**config.mk**
```make
export PLATFORM = sky130hd
export DESIGN_NAME = uart_transceiver
export DESIGN_NICKNAME = d
export VERILOG_FILES = /design/src/rtl/uart_pkg.sv /design/src/rtl/uart_bit_timer.sv /design/src/rtl/uart_transceiver.sv
export SDC_FILE = /design/constraint.sdc
export NUM_CORES = 1
export LEC_CHECK = 0
export CAP_MARGIN = 0
export CORE_ASPECT_RATIO = 0.5
export CORE_UTILIZATION = 55
export CTS_BUF_LIST = sky130_fd_sc_hd__clkbuf_8
export CTS_CLUSTER_SIZE = 40
export DETAILED_ROUTE_END_ITERATION = 10
export HOLD_SLACK_MARGIN = 0.15
export PLACE_DENSITY = 0.82
export SYNTH_ARGS = -nofsm -noshare
export SYNTH_HDL_FRONTEND = slang
export SYNTH_HIERARCHICAL = 1
export SYNTH_SLANG_ARGS = --single-unit
```
**constraint.sdc**
```tcl
create_clock -name clk -period 2.39 [get_ports clk]
set_clock_uncertainty 0.05 [all_clocks]
set_input_delay 0.717 -clock clk [delete_from_list [all_inputs] [get_ports clk]]
set_output_delay 0.717 -clock clk [all_outputs]
set_load 0.02 [all_outputs]
```
**src/rtl/uart_pkg.sv**
```systemverilog
// Shared types and helpers for the UART transceiver: FSM state encodings,
// the parity function and frame-length derivation.
package uart_pkg;

  localparam int MAX_DATA_BITS = 9;

  typedef enum logic [2:0] {
    TX_IDLE,
    TX_START,
    TX_DATA,
    TX_PARITY,
    TX_STOP
  } tx_state_t;

  typedef enum logic [2:0] {
    RX_IDLE,
    RX_START,
    RX_DATA,
    RX_PARITY,
    RX_STOP,
    RX_WAIT_HIGH
  } rx_state_t;

  // Narrower words are zero-extended, which leaves the XOR unchanged.
  function automatic logic parity_calc(input logic [MAX_DATA_BITS-1:0] data, input logic odd);
    return (^data) ^ odd;
  endfunction

  function automatic int frame_bits(input int data_bits, input int parity_en, input int stop_bits);
    return 1 + data_bits + parity_en + stop_bits;
  endfunction

endpackage

```
**src/rtl/uart_bit_timer.sv**
```systemverilog
// Bit-period down-counter: load sets the count, tc is high once it has run out.
module uart_bit_timer
  import uart_pkg::*;
#(
  parameter  int CLKS_PER_BIT = 16,
  localparam int CW           = $clog2(CLKS_PER_BIT)
) (
  input  logic          clk,
  input  logic          prst,
  input  logic          load,
  input  logic [CW-1:0] load_val,
  output logic          tc
);

  logic [CW-1:0] cnt;

  always_ff @(posedge clk) begin
    if (!prst) begin
      cnt <= '0;
    end else if (load) begin
      cnt <= load_val;
    end else if (cnt != '0) begin
      cnt <= cnt - 1'b1;
    end
  end

  assign tc = (cnt == '0);

endmodule

```
**src/rtl/uart_transceiver.sv**
```systemverilog
// Full-duplex UART endpoint: valid/ready TX serialiser and an independent
// mid-bit-sampling RX deserialiser with parity and framing status.
module uart_transceiver
  import uart_pkg::*;
#(
  parameter int DATA_BITS    = 8,
  parameter int CLKS_PER_BIT = 16,
  parameter int PARITY_EN    = 1,
  parameter int PARITY_ODD   = 0,
  parameter int STOP_BITS    = 1
) (
  input  logic                 clk,
  input  logic                 prst,
  input  logic [DATA_BITS-1:0] tx_data,
  input  logic                 tx_valid,
  output logic                 tx_ready,
  output logic                 serial_out,
  input  logic                 serial_in,
  output logic [DATA_BITS-1:0] rx_data,
  output logic                 rx_valid,
  output logic                 rx_parity_err,
  output logic                 rx_frame_err
);

  localparam int CW         = $clog2(CLKS_PER_BIT);
  localparam int BW         = $clog2(DATA_BITS + 1);
  localparam int FRAME_BITS = frame_bits(DATA_BITS, PARITY_EN, STOP_BITS);
  localparam logic [CW-1:0] BIT_LOAD  = CW'(CLKS_PER_BIT - 1);
  localparam logic [CW-1:0] HALF_LOAD = CW'(CLKS_PER_BIT / 2 - 1);

  if (DATA_BITS < 5 || DATA_BITS > MAX_DATA_BITS || CLKS_PER_BIT < 4 ||
      STOP_BITS < 1 || STOP_BITS > 2 || FRAME_BITS > 13) begin : g_param_check
    $error("uart_transceiver: illegal parameter combination");
  end

  tx_state_t            tx_state;
  logic [DATA_BITS-1:0] tx_shreg;
  logic                 tx_par;
  logic [BW-1:0]        tx_idx;
  logic                 tx_load, tx_tc, tx_shift;

  // In IDLE the timer is armed by the handshake; otherwise it re-arms every bit.
  assign tx_load  = tx_ready ? tx_valid : tx_tc;
  assign tx_shift = tx_tc && ((tx_state == TX_START) ||
                              (tx_state == TX_DATA && tx_idx != BW'(DATA_BITS)));

  uart_bit_timer #(.CLKS_PER_BIT(CLKS_PER_BIT)) u_tx_timer (
    .clk      (clk),
    .prst     (prst),
    .load     (tx_load),
    .load_val (BIT_LOAD),
    .tc       (tx_tc)
  );

  always_ff @(posedge clk) begin
    if (tx_valid && tx_ready) begin
      tx_shreg <= tx_data;
      tx_par   <= parity_calc(MAX_DATA_BITS'(tx_data), PARITY_ODD != 0);
    end else if (tx_shift) begin
      tx_shreg <= tx_shreg >> 1;
    end
  end

  always_ff @(posedge clk) begin
    if (!prst) begin
      tx_state   <= TX_IDLE;
      tx_ready   <= 1'b1;
      serial_out <= 1'b1;
      tx_idx     <= '0;
    end else begin
      case (tx_state)
        TX_IDLE: if (tx_valid) begin
          tx_state   <= TX_START;
          tx_ready   <= 1'b0;
          serial_out <= 1'b0;
          tx_idx     <= '0;
        end
        TX_START: if (tx_tc) begin
          tx_state   <= TX_DATA;
          serial_out <= tx_shreg[0];
          tx_idx     <= BW'(1);
        end
        TX_DATA: if (tx_tc) begin
          if (tx_idx != BW'(DATA_BITS)) begin
            serial_out <= tx_shreg[0];
            tx_idx     <= tx_idx + 1'b1;
          end else if (PARITY_EN != 0) begin
            tx_state   <= TX_PARITY;
            serial_out <= tx_par;
          end else begin
            tx_state   <= TX_STOP;
            serial_out <= 1'b1;
            tx_idx     <= BW'(1);
          end
        end
        TX_PARITY: if (tx_tc) begin
          tx_state   <= TX_STOP;
          serial_out <= 1'b1;
          tx_idx     <= BW'(1);
        end
        TX_STOP: if (tx_tc) begin
          if (tx_idx == BW'(STOP_BITS)) begin
            tx_state <= TX_IDLE;
            tx_ready <= 1'b1;
          end else begin
            tx_idx <= tx_idx + 1'b1;
          end
        end
        default: begin
          tx_state   <= TX_IDLE;
          tx_ready   <= 1'b1;
          serial_out <= 1'b1;
        end
      endcase
    end
  end

  rx_state_t            rx_state;
  logic                 rx_meta, rx_s;
  logic [DATA_BITS-1:0] rx_shreg;
  logic                 rx_par_bit;
  logic [BW-1:0]        rx_idx;
  logic                 rx_load, rx_tc;
  logic [CW-1:0]        rx_load_val;

  // A falling edge arms a half-bit wait so later samples land at bit centres.
  always_comb begin
    rx_load     = 1'b0;
    rx_load_val = BIT_LOAD;
    case (rx_state)
      RX_IDLE: begin
        rx_load     = !rx_s;
        rx_load_val = HALF_LOAD;
      end
      RX_START, RX_DATA, RX_PARITY: rx_load = rx_tc;
      default: rx_load = 1'b0;
    endcase
  end

  uart_bit_timer #(.CLKS_PER_BIT(CLKS_PER_BIT)) u_rx_timer (
    .clk      (clk),
    .prst     (prst),
    .load     (rx_load),
    .load_val (rx_load_val),
    .tc       (rx_tc)
  );

  always_ff @(posedge clk) begin
    if (rx_state == RX_DATA && rx_tc) begin
      rx_shreg <= {rx_s, rx_shreg[DATA_BITS-1:1]};
    end
    if (rx_state == RX_PARITY && rx_tc) begin
      rx_par_bit <= rx_s;
    end
  end

  always_ff @(posedge clk) begin
    if (!prst) begin
      rx_meta       <= 1'b1;
      rx_s          <= 1'b1;
      rx_state      <= RX_IDLE;
      rx_idx        <= '0;
      rx_valid      <= 1'b0;
      rx_data       <= '0;
      rx_parity_err <= 1'b0;
      rx_frame_err  <= 1'b0;
    end else begin
      rx_meta  <= serial_in;
      rx_s     <= rx_meta;
      rx_valid <= 1'b0;
      case (rx_state)
        RX_IDLE: if (!rx_s) rx_state <= RX_START;
        RX_START: if (rx_tc) begin
          rx_state <= rx_s ? RX_IDLE : RX_DATA;
          rx_idx   <= '0;
        end
        RX_DATA: if (rx_tc) begin
          rx_idx <= rx_idx + 1'b1;
          if (rx_idx == BW'(DATA_BITS - 1)) begin
            rx_state <= (PARITY_EN != 0) ? RX_PARITY : RX_STOP;
          end
        end
        RX_PARITY: if (rx_tc) rx_state <= RX_STOP;
        RX_STOP: if (rx_tc) begin
          rx_valid      <= 1'b1;
          rx_data       <= rx_shreg;
          rx_parity_err <= (PARITY_EN != 0) &&
                           (rx_par_bit != parity_calc(MAX_DATA_BITS'(rx_shreg), PARITY_ODD != 0));
          rx_frame_err  <= !rx_s;
          rx_state      <= rx_s ? RX_IDLE : RX_WAIT_HIGH;
        end
        RX_WAIT_HIGH: if (rx_s) rx_state <= RX_IDLE;
        default: rx_state <= RX_IDLE;
      endcase
    end
  end

endmodule

```
# After elaboration in Yosys (flattened, before gate mapping)
# Index checks and enable logic that the tools add are counted.
[word_totals] reg_bits=55 input_bits=12 word_cells=132 output_inout_bits=13
[op_classes] bitwise_logic=2 n_eq_ne=30 mux=47 addsub=4 n_reduce_logical=31
[op_table] op="$mux W4" count=13
[op_table] op="$mux W3" count=15
[op_table] op="$ne A2 B2 Y1 const B" count=14
[op_table] op="$reduce_and A7 Y1" count=3
[op_table] op="$pmux W3 S6" count=1
[op_table] op="$reduce_xor A9 Y1" count=2
[op_table] op="$mux W8" count=2
[op_table] op="$pmux W4 S4" count=1
[op_table] op="$pmux W3 S5" count=1
[op_table] op="$eq A3 B2 Y1 const B" count=4
[op_table] op="$reduce_bool A4 Y1" count=3
[op_table] op="$eq A3 B3 Y1 const B" count=3
[op_table] op="$mux W1" count=9
[op_table] op="$add A4 B1 Y4 const B" count=2
[op_table] op="$logic_not A4 Y1" count=2
[op_table] op="$pmux W4 S2" count=1
[op_table] op="$reduce_bool A2 Y1" count=4
[op_table] op="$sub A4 B1 Y4 const B" count=2
[op_table] op="$eq A3 B1 Y1 const B" count=2
[op_table] op="$logic_not A3 Y1" count=2
[op_table] op="$ne A2 B1 Y1 const B" count=3
[op_table] op="$reduce_or A3 Y1" count=2
[op_table] op="$logic_and A1 B1 Y1" count=5
[op_table] op="$pmux W1 S5" count=1
[op_table] op="other kinds (15)" count=17

# Depth between registers and ports, before layout
# Gate-level depths: netlist of run 1.
[depth] word_depth=6 ltp_mapped=9 mapped_depth_nobuf=8

# Modules after synthesis
# The synthesis of run 1 kept the hierarchy.
[by_module_without_submodules] module="uart_transceiver" cells_each=225 n_inst=1 seq_area_each_um2=1121.1 area_per_inst_um2=2239.6
[by_module_without_submodules] module="uart_bit_timer" cells_each=23 n_inst=2 seq_area_each_um2=80.1 area_per_inst_um2=230.2

# Least setup slack after synthesis of run 1
# No wires, ideal clock.
[synth_path] path_type="register -> register" startpoint="register u_tx_timer.cnt[0]" endpoint="register tx_shreg[0], enable pin" path_buffers=0 arrival_time_ns=1.719 slack_ns=0.235 path_stages_with_launch=6 cell_sequence="dfxtp_1 inv_1 ha_1 nor3b_4 inv_1 o31ai_1"
[synth_between] elab_chain_len=3
[synth_rtl] element="from (decl)" line_no="uart_bit_timer.sv:15" source="logic [CW-1:0] cnt;"
[synth_rtl] element="from (signal assigned)" line_no="uart_bit_timer.sv:21" source="cnt <= load_val;"
[synth_rtl] element="from (signal assigned)" line_no="uart_bit_timer.sv:23" source="cnt <= cnt - 1'b1;"
[synth_rtl] element="$logic_not A4 Y1" line_no="uart_bit_timer.sv:27" source="assign tc = (cnt == '0);"
[synth_rtl] element="net tx_tc" line_no="uart_transceiver.sv:40" source="logic tx_load, tx_tc, tx_shift;"
[synth_rtl] element="$logic_and A1 B1 Y1" line_no="uart_transceiver.sv:44" source="assign tx_shift = tx_tc && ((tx_state == TX_START) ||"
[synth_rtl] element="$reduce_bool A2 Y1 (no source line)"
[synth_rtl] element="to (signal assigned)" line_no="uart_transceiver.sv:57" source="tx_shreg <= tx_data;"
[synth_rtl] element="to (signal assigned)" line_no="uart_transceiver.sv:60" source="tx_shreg <= tx_shreg >> 1;"
[synth_rtl] element="to (decl)" line_no="uart_transceiver.sv:37" source="logic [DATA_BITS-1:0] tx_shreg;"
# The timed path passes the listed nets, and every way through them passes these cells.
# A chain may end at the register's enable or synchronous reset.

# Final worst setup path of run 1
[layout_path] startpoint="input tx_valid" endpoint="register tx_idx[3]"
[layout_between] elab_chain_len=2
[layout_rtl] element="from (decl)" line_no="uart_transceiver.sv:15" source="input logic tx_valid,"
[layout_rtl] element="$ne A2 B2 Y1 (no source line)"
[layout_rtl] element="$reduce_and A7 Y1 (no source line)"
[layout_rtl] element="to (signal assigned)" line_no="uart_transceiver.sv:86" source="tx_idx <= tx_idx + 1'b1;"
[layout_rtl] element="to (signal assigned)" line_no="uart_transceiver.sv:106" source="tx_idx <= tx_idx + 1'b1;"
[layout_rtl] element="to (decl)" line_no="uart_transceiver.sv:39" source="logic [BW-1:0] tx_idx;"
# No other way between the ends.

==> results of run 1 <==
power by group:
part | leakage, uW | internal, uW | total, uW | switching (uW)
clock | 0.0000463 | 216 | 548 | 332
combinational | 0.000683 | 583 | 1140 | 557
sequential | 0.000469 | 1150 | 1280 | 126
total | 0.00120 | 1950 | 2960 | 1020
stage by stage:
step | instances | total power [uW] | TNS [ps] | hold WS, ps | worst slack, ps
after floorplan | 277 | 2110 | 0 | 336.3 | 234.9
after global placement | 371 | 2352 | -728.1 | 348.2 | -252.7
after detailed placement | 371 | 2398 | -872.2 | 354.3 | -265.4
after CTS | 379 | 2945 | 0 | 389.8 | 30.82
after global routing | 379 | 3158 | 0 | 423.2 | 3.779
final | 379 | 2964 | 0 | 388.9 | 100.2
cell usage after synthesis (all sizes together), types with 5 or more instances:
cell type,n
xnor2,17
nand3,10
nand2b,6
nor2,12
dfxtp,37
edfxtp,18
mux2,9
nand3b,5
clkbuf,7
ha,6
a21oi,18
o21ai,19
nand2,31
nor3b,8
inv,12
nor2b,5
layer usage:
metal	track usage (%)	part of all wire [%]	vias to the layer above
met2	36.39	47	30
met4	8.696	1.3	0
met1	25.30	48	933
li1	-	-	1027
met5	0	0	-
met3	4.839	3.2	4
cell usage in the layout (no fill, tap or decap), types with 3 or more instances in the layout:
cell type / count
a21oi_1: 16
and3_1: 3
buf_4: 13
clkbuf_8: 5
clkdlybuf4s50_1: 24
conb_1: 7
dfxtp_1: 37
edfxtp_1: 18
ha_1: 6
inv_1: 12
mux2_2: 9
mux2i_1: 4
nand2_1: 31
nand2b_1: 6
nand3_1: 10
nand3b_1: 5
nor2_1: 12
nor2b_1: 5
nor3b_1: 6
o211a_1: 3
o21ai_0: 14
o21ai_1: 3
or3_1: 3
xnor2_1: 17
xor2_1: 4
layout make-up:
class,count,area [um2],share of cell area [%]
Multi-Input combinational cell,200,1359,42.29
Sequential cell,55,1281,39.88
Timing Repair Buffer,38,349.1,10.86
Tap cell,66,82.58,2.570
Clock buffer,5,68.82,2.142
Inverter,12,45.04,1.402
Clock inverter,3,27.53,0.8567
kinds of logic after synthesis:
group	count (synthesis)	synth area share, %
and+or+nand+nor	97	20.67
AOI/OAI and AO/OA	56	13.07
DFF	55	47.45
buffers and inverters	22	3.846
xor gates and xnor gates	21	6.812
muxes	13	5.236
adders and majority gates	6	2.780
other	1	0.1389
path summary, 6_finish.rpt:
path / from / end / slack (ps)
setup / recovery: tx_valid / tx_idx[3] / 100
hold / removal: rx_meta / rx_s / 390
setup reg to reg: u_tx_timer/cnt[0] / tx_idx[3] / 190
hold reg to reg: rx_meta / rx_s / 390
state kept, by name, summed over array words and instances (netlist names), 3 cells and up:
signal / cells
tx_state: 3
u_tx_timer/cnt: 4
rx_state: 3
u_rx_timer/cnt: 4
rx_data: 8
rx_idx: 4
rx_shreg: 8
tx_idx: 4
tx_shreg: 8
worst max-delay path, cell delays in order:
cell and delay [ps]:
clkdlybuf4s50_1 480, or3b_4 400, a21oi_4 140, a21oi_2 100, or4_1 510, a21boi_1 130
==> impl_metrics.yaml, run 1 <==
finish:
  nets: 330
  fillers: 355
  drive_gt1_share_pct: 14.70
  syn2layout_area_growth_pct: 19.00
  diodes: 0
  fin_util_pct: 70.59
  design_area_um2: 3213
setup_path:
  start_kind: "input port"
  crit_path_max_fanout: 5
  required_ps: 2590
  crit_type: "in2reg"
  ff2ff_path_depth: 9
  cp-end-kind: "flip-flop"
  arrival_ps: 2490
global_route:
  grt_usage_pct: 20.86
  grt_max_degree: 20
  grt_overflow: 0
  antenna_found_initial: 0
  grt_pass1_vias: 1879
  grt_pass1_wl_um: 8217
hold_path:
  hp-class: "reg2reg"
  holdPathStages: 1
synthesis:
  yosysWarnings: 6
  synth.area.top_cells: "dfxtp_1, edfxtp_1, xnor2_1"
  synth_top_area_share_pct: 27.43
  synth_edf_count: 18
  synthArstFlopShare_pct: 0
  ys.flop_type: "dfxtp_1"
  synthCells: 271
  yosysSeqAreaShare_pct: 47.45
  syn_avg_cell_area_um2: 9.963
  yosysTopAreaCell: "dfxtp_1"
  synth_area_um2: 2700
  synth-seq-cells: 55
  synth_cell_types: 48
die:
  die_y_um: 51.55
  dieArea_um2: 5211
  initial_core_util_pct: 59.32
  coreArea_um2: 4552
  row_count: 17
  die_w_um: 101.1
  io-pin-count: 25
sta:
  fmax_mhz: 436.7
  slew_headroom_pct: 51.93
  timing.final.max_slew_violations: 0
  hold_viol: 0
  tightestPinTransition_ps: 716.7
  fin_crit_ps: 2290
  setup_viol_count_final: 0
  rsz0062_at_grt: "no"
  min_period_over_period_pct: 95.81
placed_design:
  gp_congestion: 0.8209
  place_area_um2: 3092
  post-dp-hpwl_um: 3448
  port_buffers: 24
power:
  leakagePower_uw: 0.001199
  vdd_drop_max_uv: 553.0
  power.density_nw_per_um2: 922.3
clocking:
  clock_latency_ps: 320
  cts_num_sinks: 55
  cts_made_buffers: 5
  clockBufferDepth: 2
  cts_tree: "yes"
  clockRootBuffer: "clkbuf_8"
  clk_pin_slew_worst_paths_ps: 110
  cts_hold_buf: 0
  cts_max_level: 2
  cts_resized: 0
  postCtsSetupRepairBufs: 0
routing:
  ant_nets: 0
  wirelength_um: 4712
  first_pass_iters: 4
  route.detailed.drc: 0
  vias: 1994
  wire_per_inst_um: 12.43
  routed_via_density: 5.261
  first_iter_violations: 33
run:
  drv_cap: 0
status:
  status: "complete, no violations"
No activity file was read; power rests on OpenSTA's default activity.
==> run 2, diff against run 1 <==
Settings changed: CORE_MARGIN from default to 3.
==> impl_metrics.yaml, run 2 (synthesis results as in run 1) <==
status:
  status: "complete, no violations"
die:
  die_y_um: 55.55
  die_w_um: 105.1
  io-pin-count: 25
  initial_core_util_pct: 59.32
  coreArea_um2: 4552
  dieArea_um2: 5837
  row_count: 17
global_route:
  grt_usage_pct: 17.89
  grt_overflow: 0
  grt_max_degree: 20
  antenna_found_initial: 0
  grt_pass1_wl_um: 8576
  grt_pass1_vias: 1982
setup_path:
  reg2reg_slack_ps: 140
  arrival_ps: 2520
  ff2ff_path_depth: 9
  crit_type: "in2reg"
  crit_path_max_fanout: 5
  crit_slowest_cell: "or4b_1"
  required_ps: 2590
  path_cells: "clkdlybuf4s50_1 -> or3b_4 -> a21oi_4 -> a21oi_4 -> or4b_1 -> a21boi_1"
  path_depth: 6
  cp_common_cell: "a21oi_4"
  r2r_start: "u_tx_timer/cnt[0]"
  critical-path-top-delay-family: "simple AND/OR/NAND/NOR gates"
  crit_path_start: "tx_valid"
  cp_num_buf_inv: 1
  crit_end: "tx_idx[2]"
  cp-end-kind: "flip-flop"
  start_kind: "input port"
  crit_path_max_incr_delay_ps: 510
  reg2reg_to: "tx_idx[2]"
finish:
  design_area_um2: 3229
  nets: 330
  drive_gt1_share_pct: 14.70
  final_cell_mix: "dfxtp_1, nand2_1, clkdlybuf4s50_1"
  syn2layout_area_growth_pct: 19.60
  fillers: 378
  mostFrequentLayoutCell: "dfxtp_1"
  multiInputGateArea_um2: 1366
  seqCellArea_um2: 1281
  diodes: 0
  stdcell_count: 379
  reg_top3: "rx_data: 8 flops, rx_shreg: 8 flops, tx_shreg: 8 flops"
routing:
  ant_nets: 0
  route.detailed.drc: 0
  wirelength_um: 4917
  routed_via_density: 5.314
  first_pass_iters: 4
  vias: 2014
  wire_per_inst_um: 12.97
  first_iter_violations: 55
clocking:
  cts_hold_buf: 0
  postCtsSetupRepairBufs: 0
  cts_num_sinks: 55
  cts_made_buffers: 5
  clock_latency_ps: 320
  cts_tree: "yes"
  clockRootBuffer: "clkbuf_8"
  clk_pin_slew_worst_paths_ps: 100
  clockBufferDepth: 2
  cts_max_level: 2
placed_design:
  place_area_um2: 3104
  port_buffers: 24
  post-dp-hpwl_um: 3489
  post-place-cells: 371
  gp_congestion: 0.8254
  dp_slack_ps: -264.5
sta:
  fmax_mhz: 431.2
  rsz0062_at_grt: "no"
  tightestPinTransition_ps: 763.7
  timing.final.max_slew_violations: 0
  hold_viol: 0
  setup_viol_count_final: 0
  fin_ws_ps: 70.90
  slew_headroom_pct: 48.78
  min_period_over_period_pct: 97.03
  fin_crit_ps: 2319
power:
  vdd_drop_max_uv: 534.1
  power.density_nw_per_um2: 925.9
  leakagePower_uw: 0.001201
run:
  drv_cap: 0
hold_path:
  hp-class: "reg2reg"
run 2: where the power goes:
| group | switching, uW | leakage, uW | internal [uW] |
|---|---|---|---|
| logic | 574 | 0.000686 | 583 |
| registers | 128 | 0.000469 | 1150 |
| clock network | 337 | 0.0000467 | 218 |
run 2: layout make-up:
class	count	share of cell area (%)
Inverter	12	1.395
Tap cell	66	2.557
Timing Repair Buffer	38	11.08
Sequential cell	55	39.67
Multi-Input combinational cell	200	42.31
Clock buffer	5	2.131
Clock inverter	3	0.8524
run 2: worst reg2reg max path, delay by kind of cell (launching register included):
| kind | cells | cell delay, ps |
|---|---|---|
| AO/OA/AOI/OAI | 4 | 590 |
| flip-flops | 1 | 330 |
| buffers and inverters | 2 | 290 |
| adder cells (fa/ha/maj) | 1 | 210 |
| AND/OR/NAND/NOR | 2 | 730 |
run 2: stage by stage:
step | util, % | power [uW] | setup TNS [ps] | hold slack [ps]
after global placement | 68.20 | 2354 | -706.8 | 345.1
after CTS | 70.31 | 2965 | 0 | 381.5
after detailed placement | 68.20 | 2400 | -1177 | 354.3
after global routing | 70.95 | 3190 | 0 | 412.9
final | 70.95 | 2990 | 0 | 377.6
after floorplan | - | 2110 | 0 | 336.3
run 2: timing repair:
| action | in CTS | in global routing |
|---|---|---|
| hold endpoints to repair | 0 | 0 |
| endpoints found under the setup margin | 0 | 10 |
| resized for setup | 0 | 4 |
run 2: worst min-delay path by stage:
stage             from    to  slack, ps  cells after the start
2_1_floorplan  rx_meta  rx_s        340                      1
3_3_place_gp   rx_meta  rx_s        350                      1
3_5_place_dp   rx_meta  rx_s        350                      1
4_1_cts        rx_meta  rx_s        380                      1
5_1_grt        rx_meta  rx_s        410                      1
6_report       rx_meta  rx_s        380                      1
run 2: layer usage:
layer	vias to the layer above	global-route usage, %	part of all wire, %
met5	-	0	0
met4	0	5.794	1.0
met3	5	4.667	4.1
met2	36	32.00	50
met1	942	21.08	45
li1	1031	-	-
==> patch: new RTL, flow settings as in run 1 <==
The parameter `PARITY_EN` goes from 1 to 0.
--- a/src/rtl/uart_transceiver.sv
+++ b/src/rtl/uart_transceiver.sv
@@ -5,7 +5,7 @@
 #(
   parameter int DATA_BITS    = 8,
   parameter int CLKS_PER_BIT = 16,
-  parameter int PARITY_EN    = 1,
+  parameter int PARITY_EN    = 0,
   parameter int PARITY_ODD   = 0,
   parameter int STOP_BITS    = 1
 ) (
Function: no difference found for any inputs over 10 cycles, from zero or initial values and one cycle with prst low; that may be too few to reach the edited logic, so the function may still have changed.
==> patch against run 1 <==
Wire length fell by 7.9%; register-to-register slack better by 0.06 ns; cell area decreased by 12%; global-route usage decreased by 0.36 points; sequential power down 8%; power down 13%; worst setup slack gained 0.15 ns; area after synthesis down 11%; sequential cell count fell by 3; die area fell by 11%; critical path type is now flip-flop to flip-flop; largest cell class is now registers.
==> patch: results (changes against run 1) <==
P_leak = 1.024 nW (-15%)
share of layout cells above drive strength 1 = 14.23% (-0.46 points)
GR Util All Layers = 20.50% (-0.36 points)
per-cell routed wire length = 13.23 um (+6.4%)
FMAX = 0.4683 GHz (+7.2%)
placed instance area = 0.002734 sq mm (-12%)
reg2reg setup slack = 0.25 ns (+0.06 ns)
Placed Instances = 320 (-14%)
number of fillers in the final layout = 325 (-8.5%)
met1 usage = 25.08% (-0.23 points)
routability cong. = 0.8204 (about the same)
Worst Max-Slew Pin Slew = 0.5280 ns (-0.1887 ns)
worst setup path startpoint = u_rx_timer/cnt[0]$_SDFFE_PN0P_
capturing point of the worst reg2reg path = rx_idx[3]$_SDFFE_PN0P_
synth top area cells = dfxtp_1 (30%), edfxtp_1 (20%), mux2_2 (4.2%)
met3 Use GR = 5.503% (+0.66 points)
buffers added on ports = 23 (-4.2%)
Synth cell types = 55 (+15%)
reg2reg path depth = 8 (-1)
Mean Syn Cell Area = 10.01 sq um (+0.52%)
Peak supply drop = 0.0005114 V (-7.5%)
vias post-DR = 1,861 (-6.7%)
CP arrival = 2.34 ns (-0.15 ns)
EDFF count, synth = 16 (-2)
largest net degree at the start of global routing = 18 (-10%)
via/cell ratio = 5.674 (+7.8%)
top post-synthesis cells by count = dfxtp_1 (36), nand2_1 (26), a21oi_1 (20), edfxtp_1 (16), nand3_1 (15)
status = finished clean
critical-path maximum fanout = 12 (+7)
vias in the first global route = 1,738 (-7.5%)
met2 GRT Util = 33.69% (-2.7 points)
Nets = 291 (-12%)
## patch: cell types whose count changed in the layout (fill, tap and decap cells not counted), moves of 4 or more
cell      before  now
xnor2_1       17    5
nand2b_1       6   11
nand3b_1       5    1
nand3_1       10   15
buf_4         13    8
xor2_1         4    0
nand2_1       31   26
nor3b_1        6    1
a21oi_1       16   20
o21ai_0       14    9
inv_1         12    7
## patch: layout make-up
class	instances	area [sq um]	area share, %
multi-input combinational	173	1136	40.23
clock inverter	3	21.27	0.7532
clock buffer	5	68.82	2.437
tap	54	67.56	2.393
timing repair buffer	31	290.3	10.28
inverter	10	38.79	1.374
sequential	52	1201	42.53
## patch: kinds of logic after synthesis
| logic type | count (synthesis) | synth area share [%] |
|---|---|---|
| other | 2 | 0.3125 |
| XOR/XNOR | 5 | 1.822 |
| flip-flops | 52 | 49.97 |
| AO/OA/AOI/OAI | 54 | 14.84 |
| buffers and inverters | 21 | 3.696 |
| multiplexers | 11 | 5.050 |
| AND/OR/NAND/NOR | 89 | 21.19 |
| adder cells (fa/ha/maj) | 6 | 3.123 |
## patch: routing by layer
metal  routed length (um)  part of all wire [%]  up-vias
li1                     -                     -      916
met1                 2007                    46      880
met2                 2055                    47       55
met3                  192                   4.4       10
met4                   83                   1.9        0
met5                    0                     0        -
## patch: power by group
| group | internal [mW] | switching (mW) | total (mW) |
|---|---|---|---|
| clock network | 0.208 | 0.302 | 0.511 |
| logic | 0.440 | 0.441 | 0.881 |
| registers | 1.06 | 0.120 | 1.18 |
| total | 1.71 | 0.863 | 2.57 |
## patch: critical path, stage by stage (launching register included)
cell and delay, ns:
dfxtp_1 0.33, inv_1 0.09, ha_1 0.21, nor3b_4 0.22
or4b_4 0.51, clkinv_2 0.17, nand4_1 0.13, or2_1 0.23
a21oi_2 0.13
